**src/rtl/ni_flit_injector_pkg.sv**
```systemverilog
// ni_flit_injector_pkg: flit-id constants, address field widths and header field layout
package ni_flit_injector_pkg;
  localparam logic [2:0] HEADER = 3'b001;
  localparam logic [2:0] BODY   = 3'b010;
  localparam logic [2:0] TAIL   = 3'b100;
  localparam int X_W     = 2;
  localparam int Y_W     = 2;
  localparam int ADDR_W  = X_W + Y_W;
  localparam int LEN_W   = 4;
  localparam int DST_OFF = 0;
  localparam int SRC_OFF = 4;
  localparam int LEN_OFF = 8;
  localparam int HDR_W   = LEN_OFF + LEN_W;
  function automatic logic [HDR_W-1:0] header_word(input logic [LEN_W-1:0] len,
                                                   input logic [ADDR_W-1:0] src,
                                                   input logic [ADDR_W-1:0] dst);
    header_word = '0;
    header_word[LEN_OFF +: LEN_W]  = len;
    header_word[SRC_OFF +: ADDR_W] = src;
    header_word[DST_OFF +: ADDR_W] = dst;
  endfunction
endpackage

```
**src/rtl/ni_flit_injector_credit_counter.sv**
```systemverilog
// credit_counter: saturating credit counter mirroring free slots in the router local FIFO
//   clk, rst   : clock, async active-high reset (counter returns to DEPTH)
//   inc        : credit returned by the router
//   dec        : flit issued this cycle (only asserted while has_credit)
//   has_credit : at least one free slot
//   credit_err : sticky, credit returned while counter already full
module credit_counter #(
  parameter int DEPTH = 4,
  parameter int W     = $clog2(DEPTH + 1)
) (
  input  logic clk,
  input  logic rst,
  input  logic inc,
  input  logic dec,
  output logic has_credit,
  output logic credit_err
);
  localparam logic [W-1:0] FULL = W'(DEPTH);
  logic [W-1:0] credit;
  assign has_credit = credit != '0;
  always_ff @(posedge clk or posedge rst) begin
    if (rst) begin
      credit     <= FULL;
      credit_err <= 1'b0;
    end else if (inc && !dec) begin
      if (credit == FULL) credit_err <= 1'b1;
      else credit <= credit + 1'b1;
    end else if (dec && !inc) begin
      credit <= credit - 1'b1;
    end
  end
endmodule

```
**src/rtl/ni_flit_injector.sv**
```systemverilog
// ni_flit_injector: frames core packet requests into HEADER/BODY/TAIL flits under credit flow control
//   src_addr                  : this node's {y,x}
//   pkt_valid/ready/dst/len   : packet request handshake
//   data_valid/ready/data_in  : payload word handshake
//   flit_valid/id/data/dst    : registered flit stream into the router local FIFO
//   credit_in/credit_err      : credit return pulse, sticky over-return flag
//   pkt_sent                  : TAIL flits issued, wrapping
module ni_flit_injector
  import ni_flit_injector_pkg::*;
#(
  parameter int DATA_W     = 32,
  parameter int FIFO_DEPTH = 4,
  parameter int CNT_W      = 16
) (
  input  logic              clk,
  input  logic              rst,
  input  logic [3:0]        src_addr,
  input  logic              pkt_valid,
  output logic              pkt_ready,
  input  logic [3:0]        pkt_dst,
  input  logic [3:0]        pkt_len,
  input  logic              data_valid,
  output logic              data_ready,
  input  logic [DATA_W-1:0] data_in,
  output logic              flit_valid,
  output logic [2:0]        flit_id,
  output logic [DATA_W-1:0] flit_data,
  output logic [3:0]        flit_dst,
  input  logic              credit_in,
  output logic              credit_err,
  output logic [CNT_W-1:0]  pkt_sent
);
  typedef enum logic [1:0] {IDLE, HEAD, PAYLOAD} state_t;
  state_t     state;
  logic [3:0] rem;
  logic       has_credit;
  logic       issue;
  logic       last;
  // rem==0 in PAYLOAD only happens for a zero-length packet: its TAIL needs no data word
  always_comb begin
    data_ready = state == PAYLOAD && rem != '0 && has_credit;
    issue      = has_credit && (state == HEAD || (state == PAYLOAD && (rem == '0 || data_valid)));
    last       = rem <= 4'd1;
  end
  credit_counter #(.DEPTH(FIFO_DEPTH)) u_credit (
    .clk       (clk),
    .rst       (rst),
    .inc       (credit_in),
    .dec       (issue),
    .has_credit(has_credit),
    .credit_err(credit_err)
  );
  // flit_dst doubles as the latched destination so it is stable from HEADER through TAIL
  always_ff @(posedge clk or posedge rst) begin
    if (rst) begin
      state      <= IDLE;
      pkt_ready  <= 1'b0;
      flit_valid <= 1'b0;
      flit_id    <= '0;
      flit_data  <= '0;
      flit_dst   <= '0;
      rem        <= '0;
      pkt_sent   <= '0;
    end else begin
      flit_valid <= issue;
      case (state)
        IDLE: begin
          if (pkt_ready && pkt_valid) begin
            flit_dst  <= pkt_dst;
            rem       <= pkt_len;
            pkt_ready <= 1'b0;
            state     <= HEAD;
          end else begin
            pkt_ready <= 1'b1;
          end
        end
        HEAD: begin
          if (issue) begin
            flit_id   <= HEADER;
            flit_data <= DATA_W'(header_word(rem, src_addr, flit_dst));
            state     <= PAYLOAD;
          end
        end
        PAYLOAD: begin
          if (issue) begin
            flit_id   <= last ? TAIL : BODY;
            flit_data <= rem == '0 ? '0 : data_in;
            rem       <= rem - 1'b1;
            if (last) begin
              state     <= IDLE;
              pkt_ready <= 1'b1;
              pkt_sent  <= pkt_sent + 1'b1;
            end
          end
        end
        default: state <= IDLE;
      endcase
    end
  end
endmodule
```
**config.mk**
```make
export PLATFORM = sky130hd
export DESIGN_NAME = ni_flit_injector
export DESIGN_NICKNAME = d
export VERILOG_FILES = /design/src/rtl/ni_flit_injector_pkg.sv /design/src/rtl/ni_flit_injector_credit_counter.sv /design/src/rtl/ni_flit_injector.sv
export SDC_FILE = /design/constraint.sdc
export NUM_CORES = 1
export LEC_CHECK = 0
export ABC_AREA = 1
export ABC_CLOCK_PERIOD_IN_PS = 1900
export BUFFER_PORTS_ARGS = -buffer_cell sky130_fd_sc_hd__buf_2
export CAP_MARGIN = 20
export CORE_MARGIN = 8
export CORE_UTILIZATION = 46
export CTS_CLUSTER_DIAMETER = 150
export DETAILED_ROUTE_END_ITERATION = 10
export PLACE_DENSITY = 0.77
export REMOVE_ABC_BUFFERS = 1
export SLEW_MARGIN = 15
export SYNTH_ARGS = -nofsm -noshare
export SYNTH_HDL_FRONTEND = slang
export SYNTH_HIERARCHICAL = 1
export SYNTH_SLANG_ARGS = --single-unit
```
**constraint.sdc**
```tcl
create_clock -name clk -period 1.9 [get_ports clk]
set_input_delay 0.285 -clock clk [delete_from_list [all_inputs] [get_ports clk]]
set_output_delay 0.285 -clock clk [all_outputs]
set_load 0.05 [all_outputs]
```
# Yosys cells after proc, flatten, opt, wreduce, memory -nomap -nowiden
# Index checks and enable logic that the tools add are counted.
dict set report totals {
  regBits 67
  input_bits 49
  output_inout_bits 59
}
dict set report classes {
  n_addsub 4
  magnitude_cmp 1
  eq_ne 8
  mux 23
  reduce_logical 26
}
# op n
set op_table {}
lappend op_table {{32-bit 2-to-1 mux} 3}
lappend op_table {{32-bit one-hot mux with 2 select lines} 1}
lappend op_table {{3-bit 2-to-1 mux} 6}
lappend op_table {{16-bit by 1-bit adder with 16-bit output, second input constant} 1}
lappend op_table {{3-bit AND reduction} 4}
lappend op_table {{2-bit != test, second input constant} 5}
lappend op_table {{2-bit 2-to-1 mux} 4}
lappend op_table {{4-bit 2-to-1 mux} 2}
lappend op_table {{4-bit one-hot mux with 2 select lines} 1}
lappend op_table {{1-bit logical AND} 7}
lappend op_table {{2-bit one-hot mux with 3 select lines} 1}
lappend op_table {{3-bit one-hot mux with 2 select lines} 1}
lappend op_table {{2-bit AND reduction} 3}
lappend op_table {{2-bit nonzero test} 3}
lappend op_table {{4-bit by 1-bit <= comparator with 1-bit output, second input constant} 1}
lappend op_table {{4-bit logical NOT} 1}
lappend op_table {{4-bit AND reduction} 1}
lappend op_table {{4-bit nonzero test} 1}
lappend op_table {{4-bit by 1-bit subtractor with 4-bit output, second input constant} 1}
lappend op_table {{3-bit by 1-bit adder with 3-bit output, second input constant} 1}
lappend op_table {{3-bit equality test, second input constant} 1}
lappend op_table {{1-bit 2-to-1 mux} 3}
lappend op_table {{3-bit nonzero test} 1}
lappend op_table {{3-bit by 1-bit subtractor with 3-bit output, second input constant} 1}
lappend op_table {{other kinds (6)} 8}

# Depth between registers and ports, before layout
# Gate-level depths: netlist (run 1).
dict set report logic_depth {
  depth_word 9
  depth_mapped 18
  ltp_nobuf 16
}

# Hierarchy
# The synthesis (run 1) kept the hierarchy.
# mod instances cells_per_inst area_each_um2
set by_module_without_submodules {}
lappend by_module_without_submodules {ni_flit_injector 1 387 3035.4}
lappend by_module_without_submodules {credit_counter 1 34 247.7}

# Worst setup path after synthesis (run 1)
# OpenSTA, ideal clock, no wires.
dict set report synth_path {
  kind {reg-to-reg}
  start {register rem[0]}
  end {register u_credit.credit[2]}
  setup_time_ns 0.058
  arrival_ns 2.054
  required_time_ns 1.842
  slack_ns -0.212
  path_stages_with_launch 19
  path_buffers 2
  path_cell_list {dfrtp_1 > inv_1 > ha_1 > nand2_1 > nand2_1 > nand2_4 > buf_6 > buf_6 > inv_1 > inv_1 > nand2_2 > fa_1 > inv_1 > nor2_1 > nand2_1 > nand2_1 > nand2_1 > nand2_1 > inv_1}
}
dict set report synth_between {
  elab_chain_cells 9
  word_cells_on_any_way 12
}
# element line_no
set synth_rtl {}
lappend synth_rtl {{start: declaration} ni_flit_injector.sv:35} ;# logic [3:0] rem;
lappend synth_rtl {{start signal: assignment} ni_flit_injector.sv:70} ;# rem <= pkt_len;
lappend synth_rtl {{start signal: assignment} ni_flit_injector.sv:88} ;# rem <= rem - 1'b1;
lappend synth_rtl {{4-bit logical NOT (*)} ni_flit_injector.sv:42} ;# issue = has_credit && (state == HEAD || (state == PAYLOAD && (rem == '0 || data_valid)));
lappend synth_rtl {{1-bit logical OR (*)} ni_flit_injector.sv:42}
lappend synth_rtl {{1-bit logical AND (*)} ni_flit_injector.sv:42}
lappend synth_rtl {{1-bit logical OR (*)} ni_flit_injector.sv:42}
lappend synth_rtl {{1-bit logical AND (*)} ni_flit_injector.sv:42}
lappend synth_rtl {{named net issue} ni_flit_injector.sv:37} ;# logic issue;
lappend synth_rtl {{1-bit logical NOT} ni_flit_injector_credit_counter.sv:25} ;# end else if (inc && !dec) begin
lappend synth_rtl {{1-bit logical AND} ni_flit_injector_credit_counter.sv:25}
lappend synth_rtl {{2-bit != test (no source line) / 2-bit nonzero test (equally long branches)} n/a}
lappend synth_rtl {{2-bit AND reduction (no source line)} n/a}
lappend synth_rtl {{end signal: assignment} ni_flit_injector_credit_counter.sv:27} ;# else credit <= credit + 1'b1;
lappend synth_rtl {{end signal: assignment} ni_flit_injector_credit_counter.sv:29} ;# credit <= credit - 1'b1;
lappend synth_rtl {{end: declaration} ni_flit_injector_credit_counter.sv:19} ;# logic [W-1:0] credit;
# Mark *: on every way through the listed nets, which the timed path passes. The rest lies on a longest branch.
# A chain may end at the register's enable or synchronous reset.

# Final worst setup path (run 1)
dict set report layout_path {
  start {register u_credit.credit[2]}
  end {register u_credit.credit[2]}
}
dict set report layout_between {
  elab_chain_cells 6
  word_cells_on_any_way 14
}
# element line_no
set layout_rtl {}
lappend layout_rtl {{3-bit nonzero test (*)} ni_flit_injector_credit_counter.sv:20} ;# assign has_credit = credit != '0;
lappend layout_rtl {{named net has_credit} ni_flit_injector.sv:36} ;# logic has_credit;
lappend layout_rtl {{1-bit logical AND (*)} ni_flit_injector.sv:42}
lappend layout_rtl {{named net issue} ni_flit_injector.sv:37}
lappend layout_rtl {{1-bit logical NOT} ni_flit_injector_credit_counter.sv:25}
lappend layout_rtl {{1-bit logical AND} ni_flit_injector_credit_counter.sv:25}
lappend layout_rtl {{2-bit != test (no source line) / 2-bit nonzero test (equally long branches)} n/a}
lappend layout_rtl {{2-bit AND reduction (no source line)} n/a}
# Mark *: on every way through the listed nets, which the timed path passes. The rest lies on a longest branch. The select of a mux whose other input is x is not followed.

==> metrics.log, run 1 <==
[metrics] post-layout minimum cycle time: 1.820 ns
[metrics] Die ar.: 10100 um^2
[metrics] share of total power in sequential cells: 0.288
[metrics] post-synthesis to final-layout area growth: 29.42%
[metrics] cell types with the highest counts after synthesis: sky130_fd_sc_hd__nand2_1 (209), sky130_fd_sc_hd__dfrtp_1 (66), sky130_fd_sc_hd__inv_1 (29), sky130_fd_sc_hd__nand3_1 (29), sky130_fd_sc_hd__nor2_1 (24)
[metrics] number of antenna violations at the first check in global routing: 0
[metrics] Avg WL per Cell: 13.42 um
[metrics] Yosys warnings: 6
[metrics] max-slew violation total from the final report: 0
[metrics] CP max stage cell: sky130_fd_sc_hd__dfstp_2
[metrics] final setup violation count: 0
[metrics] top cells by area, synth: sky130_fd_sc_hd__dfrtp_1 (50%), sky130_fd_sc_hd__nand2_1 (24%), sky130_fd_sc_hd__nand3_1 (4.4%), sky130_fd_sc_hd__inv_1 (3.3%), sky130_fd_sc_hd__nor2_1 (2.7%)
[metrics] clock power share: 0.148
[metrics] number of global-route vias before repair: 3072
[metrics] overall routing resource usage: 0.1773
[metrics] maximum clock insertion buffer count: 2
[metrics] Crit. End Element: register
[metrics] CTS root buffer: sky130_fd_sc_hd__clkbuf_8
[metrics] netlist area before placement: 3283 um^2
[metrics] cell taking the most area after synthesis: sky130_fd_sc_hd__dfrtp_1
[metrics] share of layout cells above drive strength 1: 0.3036
[metrics] HP Class: primary input to register
[metrics] horizontal extent of the die: 100.5 um
[metrics] least setup slack across all paths after layout: 0.07968 ns
[metrics] Post-Synthesis Cells: 421
[metrics] TritonCTS sink count: 67
[metrics] first-pass iteration count of the detailed router: 4
[metrics] number of instances in the placed design: 628
[metrics] routability cong.: 0.9070
[metrics] largest delay contributor family on the critical path: simple AND/OR/NAND/NOR gates
[metrics] total via count after detailed routing: 3132
[metrics] total count of hold-check failures in the final report: 0
[metrics] detailed-route wire length: 8.711 mm
[metrics] Arr. time, crit path: 2.09 ns
[metrics] share of the yosys chip area belonging to registers: 0.5111
[metrics] max-capacitance violation count: 0
[metrics] placeable core area: 7098 um^2
[metrics] chain of cells forming the critical path: inv_1 > nand3_2 > nand2_1 > nand2_2 > nand2_4 > inv_1 > inv_2 > nand2_2 > fa_2 > inv_1 > nor2_1 > nand2_1 > nand2_1 > nand2_1 > nand2_1 > inv_1
[metrics] share of the clock period used by the worst path: 0.9581
[metrics] Net Sw Frac: 0.5230
[metrics] Placement Cell Area: 3979 um^2
[metrics] post-route non-filler standard cell count: 649
[metrics] cell area after layout: 4249 um^2
[metrics] I/O Buffers: 107
[metrics] mean area per synthesized cell: 7.798 um^2
[metrics] Combinational Power Share: 0.564
[metrics] initial detailed-routing violation count: 170
[metrics] Sw Pwr: 4.381 mW
[metrics] remaining antenna violation count: 0
[metrics] number of enable flip-flop cells after synthesis: 0
[metrics] CTS Buf Count: 9
[metrics] CTS tree: yes
[metrics] category of the most critical setup path: register to register
[metrics] number of ports placed on the die boundary: 108
[metrics] pwr/cell area: 1971 nW/um^2
[metrics] ANT cells: 0
[metrics] Tightest Pin Transition: 0.4362 ns
[metrics] deepest level of the CTS H-tree: 3
[metrics] kind of start point of the critical path: register
[metrics] pre-CTS WS: -0.1132 ns
[metrics] post-synthesis cell type count: 29
[metrics] VDD IR-drop max: 1.202 mV
[metrics] run status: finished clean
[metrics] Post-synth top flop: sky130_fd_sc_hd__dfrtp_1
[metrics] cell-internal power: 3.995 mW
[metrics] insertion delay of the later-clocked pin in the worst-skew pair: 0.34 ns
[metrics] # nets final: 599
[metrics] pin count of the biggest net entering global routing: 64
[metrics] wire length of the first global-routing pass: 14.14 mm
[metrics] number of placement rows: 31
[metrics] Peak Freq: 549.4 MHz
[metrics] setup slack of the most critical reg-to-reg path: 0.08 ns
[metrics] Critical path buffers and inverters: 5
[metrics] vertical die dimension: 100.5 um
[metrics] cell with the most instances after synthesis: sky130_fd_sc_hd__nand2_1
[metrics] worst-path maximum fanout: 3
[metrics] fraction of synthesized cell area taken by the top area cell type: 0.5030
[metrics] starting density of the core: 0.4625
[metrics] total leakage power: 2.380 nW
[metrics] setup repair after global routing missed its margin: yes
[metrics] Relative slew margins: 0.7089
[metrics] Critical Path Most Common Cell: sky130_fd_sc_hd__nand2_1
[metrics] mean number of vias per cell: 4.826
[metrics] required time of the critical path: 2.17 ns
[metrics] GR Overflow Total: 0
[metrics] maximum cell stage delay along the critical path: 0.55 ns
[metrics] Clock Pin Slew Worst Setup and Hold Paths: 0.07 ns
[metrics] flops & latches, synth: 67
[metrics] Power, Total: 8.377 mW
[metrics] Final Skew: 0.009429 ns
[metrics] estimated wirelength of the detail-placed design: 6.429 mm
[metrics] Async S/R FF share, synth: 1.000
[metrics] tightest hold margin: 0.1367 ns
[metrics] remaining routing DRC violations: 0
[power by group through the flow]
stage | clock network (mW) | registers [mW] | logic, mW
after global routing | 1.34 | 2.48 | 5.14
after floorplan | 0 | 3.98 | 1.73
after CTS | 1.27 | 2.41 | 4.71
after global placement | 0 | 2.40 | 4.52
final | 1.24 | 2.41 | 4.73
after detailed placement | 0 | 2.43 | 4.63
[state kept, by name (all words and copies together) (netlist names), 2 cells and up]
| name | flops |
|---|---|
| flit_id | 3 |
| state | 2 |
| rem | 4 |
| flit_dst | 4 |
| u_credit/credit | 3 |
| flit_data | 32 |
| pkt_sent | 16 |
[worst register-to-register path, delay by kind of cell (launching register included)]
family                     cells  cell delay (ns)
adders and majority gates      1             0.19
buffers and inverters          5             0.28
DFF                            1             0.55
and+or+nand+nor               10             0.75
[worst paths after layout]
kind / to / from / cells after the start
max: u_credit/credit[2] / u_credit/credit[2] / 16
min: flit_data[18] / data_in[18] / 3
max reg2reg: u_credit/credit[2] / u_credit/credit[2] / 16
min reg2reg: flit_data[26] / flit_data[26] / 2
max in group asynchronous: pkt_sent[15] / rst / 4
min in group asynchronous: u_credit/credit[1] / rst / 3
[stage by stage]
step,util,setup TNS [ns]
after floorplan,-,-0.2698
after global placement,0.5606,0
after detailed placement,0.5606,-0.1153
after CTS,0.5958,0
after global routing,0.5986,-0.01211
final,0.5986,0
[cells in the final DEF, fill, tap and decap left out, types with 4 or more instances in the layout]
cell type	n
sky130_fd_sc_hd__nand2_1	207
sky130_fd_sc_hd__o21ai_0	13
sky130_fd_sc_hd__dfrtp_1	66
sky130_fd_sc_hd__buf_4	13
sky130_fd_sc_hd__buf_2	106
sky130_fd_sc_hd__inv_1	24
sky130_fd_sc_hd__nand4_1	4
sky130_fd_sc_hd__nor2_1	24
sky130_fd_sc_hd__nand3_1	28
sky130_fd_sc_hd__clkbuf_8	12
sky130_fd_sc_hd__nand2_2	5
sky130_fd_sc_hd__inv_2	8
sky130_fd_sc_hd__xor2_1	6
[logic make-up after synthesis]
kind of cell / share of synthesized area
adder cells (fa/ha/maj): 0.02134
buffers and inverters: 0.06440
XOR/XNOR: 0.02134
AND/OR/NAND/NOR: 0.3449
flip-flops: 0.5111
AO/OA/AOI/OAI: 0.03697
[metal layers]
metal,GRT usage,vias to the layer above,wire length (um)
met5,0,-,0
met4,0.1012,0,230
met3,0.03729,23,431
met2,0.2949,90,4205
met1,0.2078,1476,3844
li1,-,1543,-
[repair_timing]
action,in CTS,in global routing
endpoints found under the setup margin,2,3
hold buffers,1,0
resized for setup,5,6
endpoints found under the hold margin,3,0
setup buffers,2,2
pin swaps,2,1
[area by class of cell]
class	count	area, um^2
clock buffer	12	165.2
multi-input combinational	311	1409
fill	656	2849
clock inverter	4	47.55
timing repair buffer	124	705.7
tap	99	123.9
inverter	32	120.1
sequential	67	1678
No activity file was read; power rests on OpenSTA's default activity.
==> run 2: changes to the inputs <==
--- a/config.mk
+++ b/config.mk
@@ -5,15 +5,14 @@
 export SDC_FILE = /design/constraint.sdc
 export NUM_CORES = 1
 export LEC_CHECK = 0
-export ABC_AREA = 1
 export ABC_CLOCK_PERIOD_IN_PS = 1900
 export BUFFER_PORTS_ARGS = -buffer_cell sky130_fd_sc_hd__buf_2
 export CAP_MARGIN = 20
 export CORE_MARGIN = 8
-export CORE_UTILIZATION = 46
+export CORE_UTILIZATION = 45
 export CTS_CLUSTER_DIAMETER = 150
 export DETAILED_ROUTE_END_ITERATION = 10
-export PLACE_DENSITY = 0.77
+export PLACE_DENSITY = 0.76
 export REMOVE_ABC_BUFFERS = 1
 export SLEW_MARGIN = 15
 export SYNTH_ARGS = -nofsm -noshare
==> run 2 against run 1 <==
Net effect: the run now ends with negative setup slack left; global-route usage fell by 0.41 points; critical path depth shrank 6; clock-buffer cell count decreased by 2; critical endpoint unchanged; first-iteration DRC count shrank 24%; clock power hardly changed; power down 2.5%; register-to-register slack worse by 0.23 ns; synthesized cell count shrank 36%.
==> metrics.log, run 2 <==
[metrics] cell with the most instances after synthesis: sky130_fd_sc_hd__dfrtp_1
[metrics] Async S/R FF share, synth: 1.000 (unchanged)
[metrics] remaining antenna violation count: 0 (unchanged)
[metrics] estimated wirelength of the detail-placed design: 6.164 mm (-4.1%)
[metrics] required time of the critical path: 2.18 ns (about the same)
[metrics] number of inserted filler cells in the final layout: 530 (-19%)
[metrics] mean area per synthesized cell: 11.50 um^2 (+47%)
[metrics] post-synthesis to final-layout area growth: 42.28%
[metrics] pwr/cell area: 1849 nW/um^2 (-6.2%)
[metrics] kind of start point of the critical path: register
[metrics] category of the most critical setup path: register to register
[metrics] multi-input combinational cell area: 1435 um^2 (+1.9%)
[metrics] detailed-route wire length: 8.956 mm (+2.8%)
[metrics] number of enable flip-flop cells after synthesis: 0 (unchanged)
[metrics] cell taking the most area after synthesis: sky130_fd_sc_hd__dfrtp_1
[metrics] Yosys warnings: 6 (unchanged)
[metrics] HP Class: primary input to register
[metrics] Top Registers: flit_data x32, pkt_sent x16
[metrics] insertion delay of the later-clocked pin in the worst-skew pair: 0.36 ns (+0.02 ns)
[metrics] post-layout minimum cycle time: 2.054 ns (+0.2339 ns)
[metrics] flops & latches, synth: 67 (unchanged)
[metrics] CTS root buffer: sky130_fd_sc_hd__clkbuf_8
[metrics] Largest Register: flit_data
[metrics] vertical die dimension: 99.06 um (-1.4%)
[metrics] worst-path maximum fanout: 3 (unchanged)
[metrics] CTS tree: yes
[metrics] fraction of the core area covered by cells at the end of the flow: 0.6574 (+0.05873)
[metrics] maximum clock insertion buffer count: 2 (unchanged)
[metrics] deepest level of the CTS H-tree: 3 (unchanged)
[metrics] Clock Pin Slew Worst Setup and Hold Paths: 0.08 ns (about the same)
[metrics] Post-Synthesis Cells: 270 (-36%)
[metrics] horizontal extent of the die: 99.06 um (-1.4%)
[metrics] Relative slew margins: 0.5944 (-0.1145)
[metrics] Arr. time, crit path: 2.33 ns (+0.24 ns)
[metrics] setup repair after global routing missed its margin: yes
[metrics] VDD IR-drop max: 1.187 mV (-1.3%)
[metrics] Peak Freq: 486.8 MHz (-11%)
[metrics] CP max stage cell: sky130_fd_sc_hd__dfrtp_1
[metrics] share of the clock period used by the worst path: 1.081 (+0.1231)
[metrics] Crit. End Element: register
[metrics] tightest hold margin: 0.1167 ns (-0.02004 ns)
[metrics] first-pass iteration count of the detailed router: 4 (unchanged)
[metrics] I/O Buffers: 107 (unchanged)
[metrics] least setup slack across all paths after layout: -0.1542 ns (-0.2339 ns)
[metrics] flip-flop count of the largest register after layout: 32 (unchanged)
[metrics] overall routing resource usage: 0.1731 (-0.004112)
[metrics] total count of hold-check failures in the final report: 0 (unchanged)
[metrics] Critical Path Most Common Cell: sky130_fd_sc_hd__inv_2
[metrics] wire length of the first global-routing pass: 13.50 mm (-4.5%)
[metrics] fraction of synthesized cell area taken by the top area cell type: 0.5320 (+0.02899)
[metrics] initial detailed-routing violation count: 130 (-24%)
[metrics] Die ar.: 9812 um^2 (-2.8%)
[metrics] cell types with the highest counts after synthesis: sky130_fd_sc_hd__dfrtp_1 (66), sky130_fd_sc_hd__nand2_1 (37), sky130_fd_sc_hd__a22o_1 (20), sky130_fd_sc_hd__a22oi_1 (12)
[metrics] share of layout cells above drive strength 1: 0.4929 (+0.1892)
[metrics] max-slew violation total from the final report: 0 (unchanged)
[metrics] routability cong.: 0.8601 (-5.2%)
[metrics] pin count of the biggest net entering global routing: 43 (-33%)
[metrics] starting density of the core: 0.4620 (-0.0005307)
[metrics] top cells by area, synth: sky130_fd_sc_hd__dfrtp_1 (53%), sky130_fd_sc_hd__a22o_1 (5.6%), sky130_fd_sc_hd__nand2_1 (4.5%), sky130_fd_sc_hd__a22oi_1 (2.9%), sky130_fd_sc_hd__xor2_1 (2.8%)
[metrics] post-synthesis cell type count: 61 (+110%)
[metrics] commonest cells after routing, fill and taps aside: sky130_fd_sc_hd__buf_2 (106), sky130_fd_sc_hd__dfrtp_1 (65), sky130_fd_sc_hd__nand2_1 (37)
[metrics] max-capacitance violation count: 0 (unchanged)
[metrics] violations in the final reports: negative setup slack
[metrics] number of placement rows: 30 (-3.2%)
[metrics] maximum cell stage delay along the critical path: 0.38 ns (-0.17 ns)
[metrics] Avg WL per Cell: 17.91 um (+33%)
[metrics] total via count after detailed routing: 2702 (-14%)
[metrics] TritonCTS sink count: 67 (unchanged)
[metrics] share of the yosys chip area belonging to registers: 0.5405 (+0.02946)
[metrics] netlist area before placement: 3104 um^2 (-5.4%)
[metrics] number of antenna violations at the first check in global routing: 0 (unchanged)
[metrics] post-route non-filler standard cell count: 500 (-23%)
[metrics] number of instances in the placed design: 469 (-25%)
[metrics] Tightest Pin Transition: 0.6077 ns (+0.1715 ns)
[metrics] remaining routing DRC violations: 0 (unchanged)
[metrics] Final Skew: 0.008173 ns (-0.001255 ns)
[metrics] mean number of vias per cell: 5.404 (+12%)
[metrics] number of global-route vias before repair: 2700 (-12%)
[metrics] most common library cell in the layout ignoring fill and taps: sky130_fd_sc_hd__buf_2
[metrics] area of all sequential standard cells: 1679 um^2 (about the same)
[metrics] chain of cells forming the critical path: inv_2 > ha_4 > nor3b_4 > o311ai_4 > inv_2 > nor2b_4 > inv_6 > fa_2 > o221ai_1 > o21ai_1
[metrics] GR Overflow Total: 0 (unchanged)
[metrics] # nets final: 469 (-22%)
[metrics] placeable core area: 6719 um^2 (-5.3%)
[metrics] final setup violation count: 31 (+31)
[metrics] ANT cells: 0 (unchanged)
[metrics] run status: finished, violations left
[metrics] CTS Buf Count: 9 (unchanged)
[metrics] setup slack of the most critical reg-to-reg path: -0.15 ns (-0.23 ns)
[metrics] total leakage power: 2.295 nW (-3.6%)
[metrics] Post-synth top flop: sky130_fd_sc_hd__dfrtp_1
[metrics] number of ports placed on the die boundary: 108 (unchanged)
run 2: cell count changes after synthesis, sizes merged, moves of 12 or more:
cell   before  now
nor2       29   10
nand2     213   37
o21ai      17    5
a22o        0   20
a22oi       0   12
inv        32   11
nand3      30    7
run 2: kinds of logic after synthesis:
logic type,count (synthesis),synth area share
adder cells (fa/ha/maj),5,0.02257
AND/OR/NAND/NOR,86,0.1564
XOR/XNOR,16,0.04756
AO/OA/AOI/OAI,62,0.1641
multiplexers,6,0.02136
buffers and inverters,28,0.04756
flip-flops,67,0.5405
run 2: final timing paths:
| path | cells after the start | endpoint | from |
|---|---|---|---|
| worst min-delay path | 3 | flit_data[1] | data_in[1] |
| max in group asynchronous | 4 | flit_data[17] | rst |
| min in group asynchronous | 3 | u_credit/credit[1] | rst |
| worst max-delay path | 10 | u_credit/credit[2] | rem[0] |
| worst max register to register | 10 | u_credit/credit[2] | rem[0] |
| worst min register to register | 1 | u_credit/credit_err | u_credit/credit_err |
run 2: per-stage QoR:
stage                     power (mW)  instance area, um^2  TNS [ns]  setup slack [ns]
after floorplan                5.172                 3003    -12.13            -1.169
after global placement         6.396                 3881    -1.802           -0.1549
after detailed placement       6.505                 3881    -2.779           -0.2268
after CTS                      7.867                 4148   -0.3430           -0.1150
after global routing           8.564                 4417    -3.938           -0.2970
final                          8.168                 4417    -1.330           -0.1542
run 2: final cells by class:
class,count,share of cell area
clock inverter,6,0.01473
timing repair buffer,151,0.2159
tap,80,0.02266
multi-input combinational,175,0.3249
sequential,67,0.3802
clock buffer,10,0.03116
inverter,11,0.01048
run 2: power breakdown:
group | total, mW | leakage [nW] | internal [mW] | switching, mW
logic | 4.67 | 1.35 | 1.62 | 3.05
registers | 2.28 | 0.843 | 1.95 | 0.329
clock network | 1.22 | 0.102 | 0.641 | 0.576
total | 8.17 | 2.29 | 4.21 | 3.96
run 2: worst max-delay path, delay by kind of cell (launching register included):
family | cells | cell delay [ns]
compound gates | 3 | 0.54
fa+ha+maj | 2 | 0.53
flops | 1 | 0.38
simple gates | 2 | 0.33
buf+inv | 3 | 0.21
run 2: what timing repair did:
item | 4_1_cts | 5_1_grt
setup buffers | 4 | 9
endpoints found under the setup margin | 24 | 41
hold buffers | 1 | 0
resized for setup | 14 | 25
pin swaps | 2 | 26
hold endpoints to repair | 18 | 0
cloned | 0 | 3
run 2: routing by layer:
metal  up-vias  GRT usage  wire (um)
li1       1265          -          -
met1      1323     0.1984       3584
met2       101     0.2921       4556
met3        13    0.05144        630
met4         0    0.07683        185
met5         -          0          0
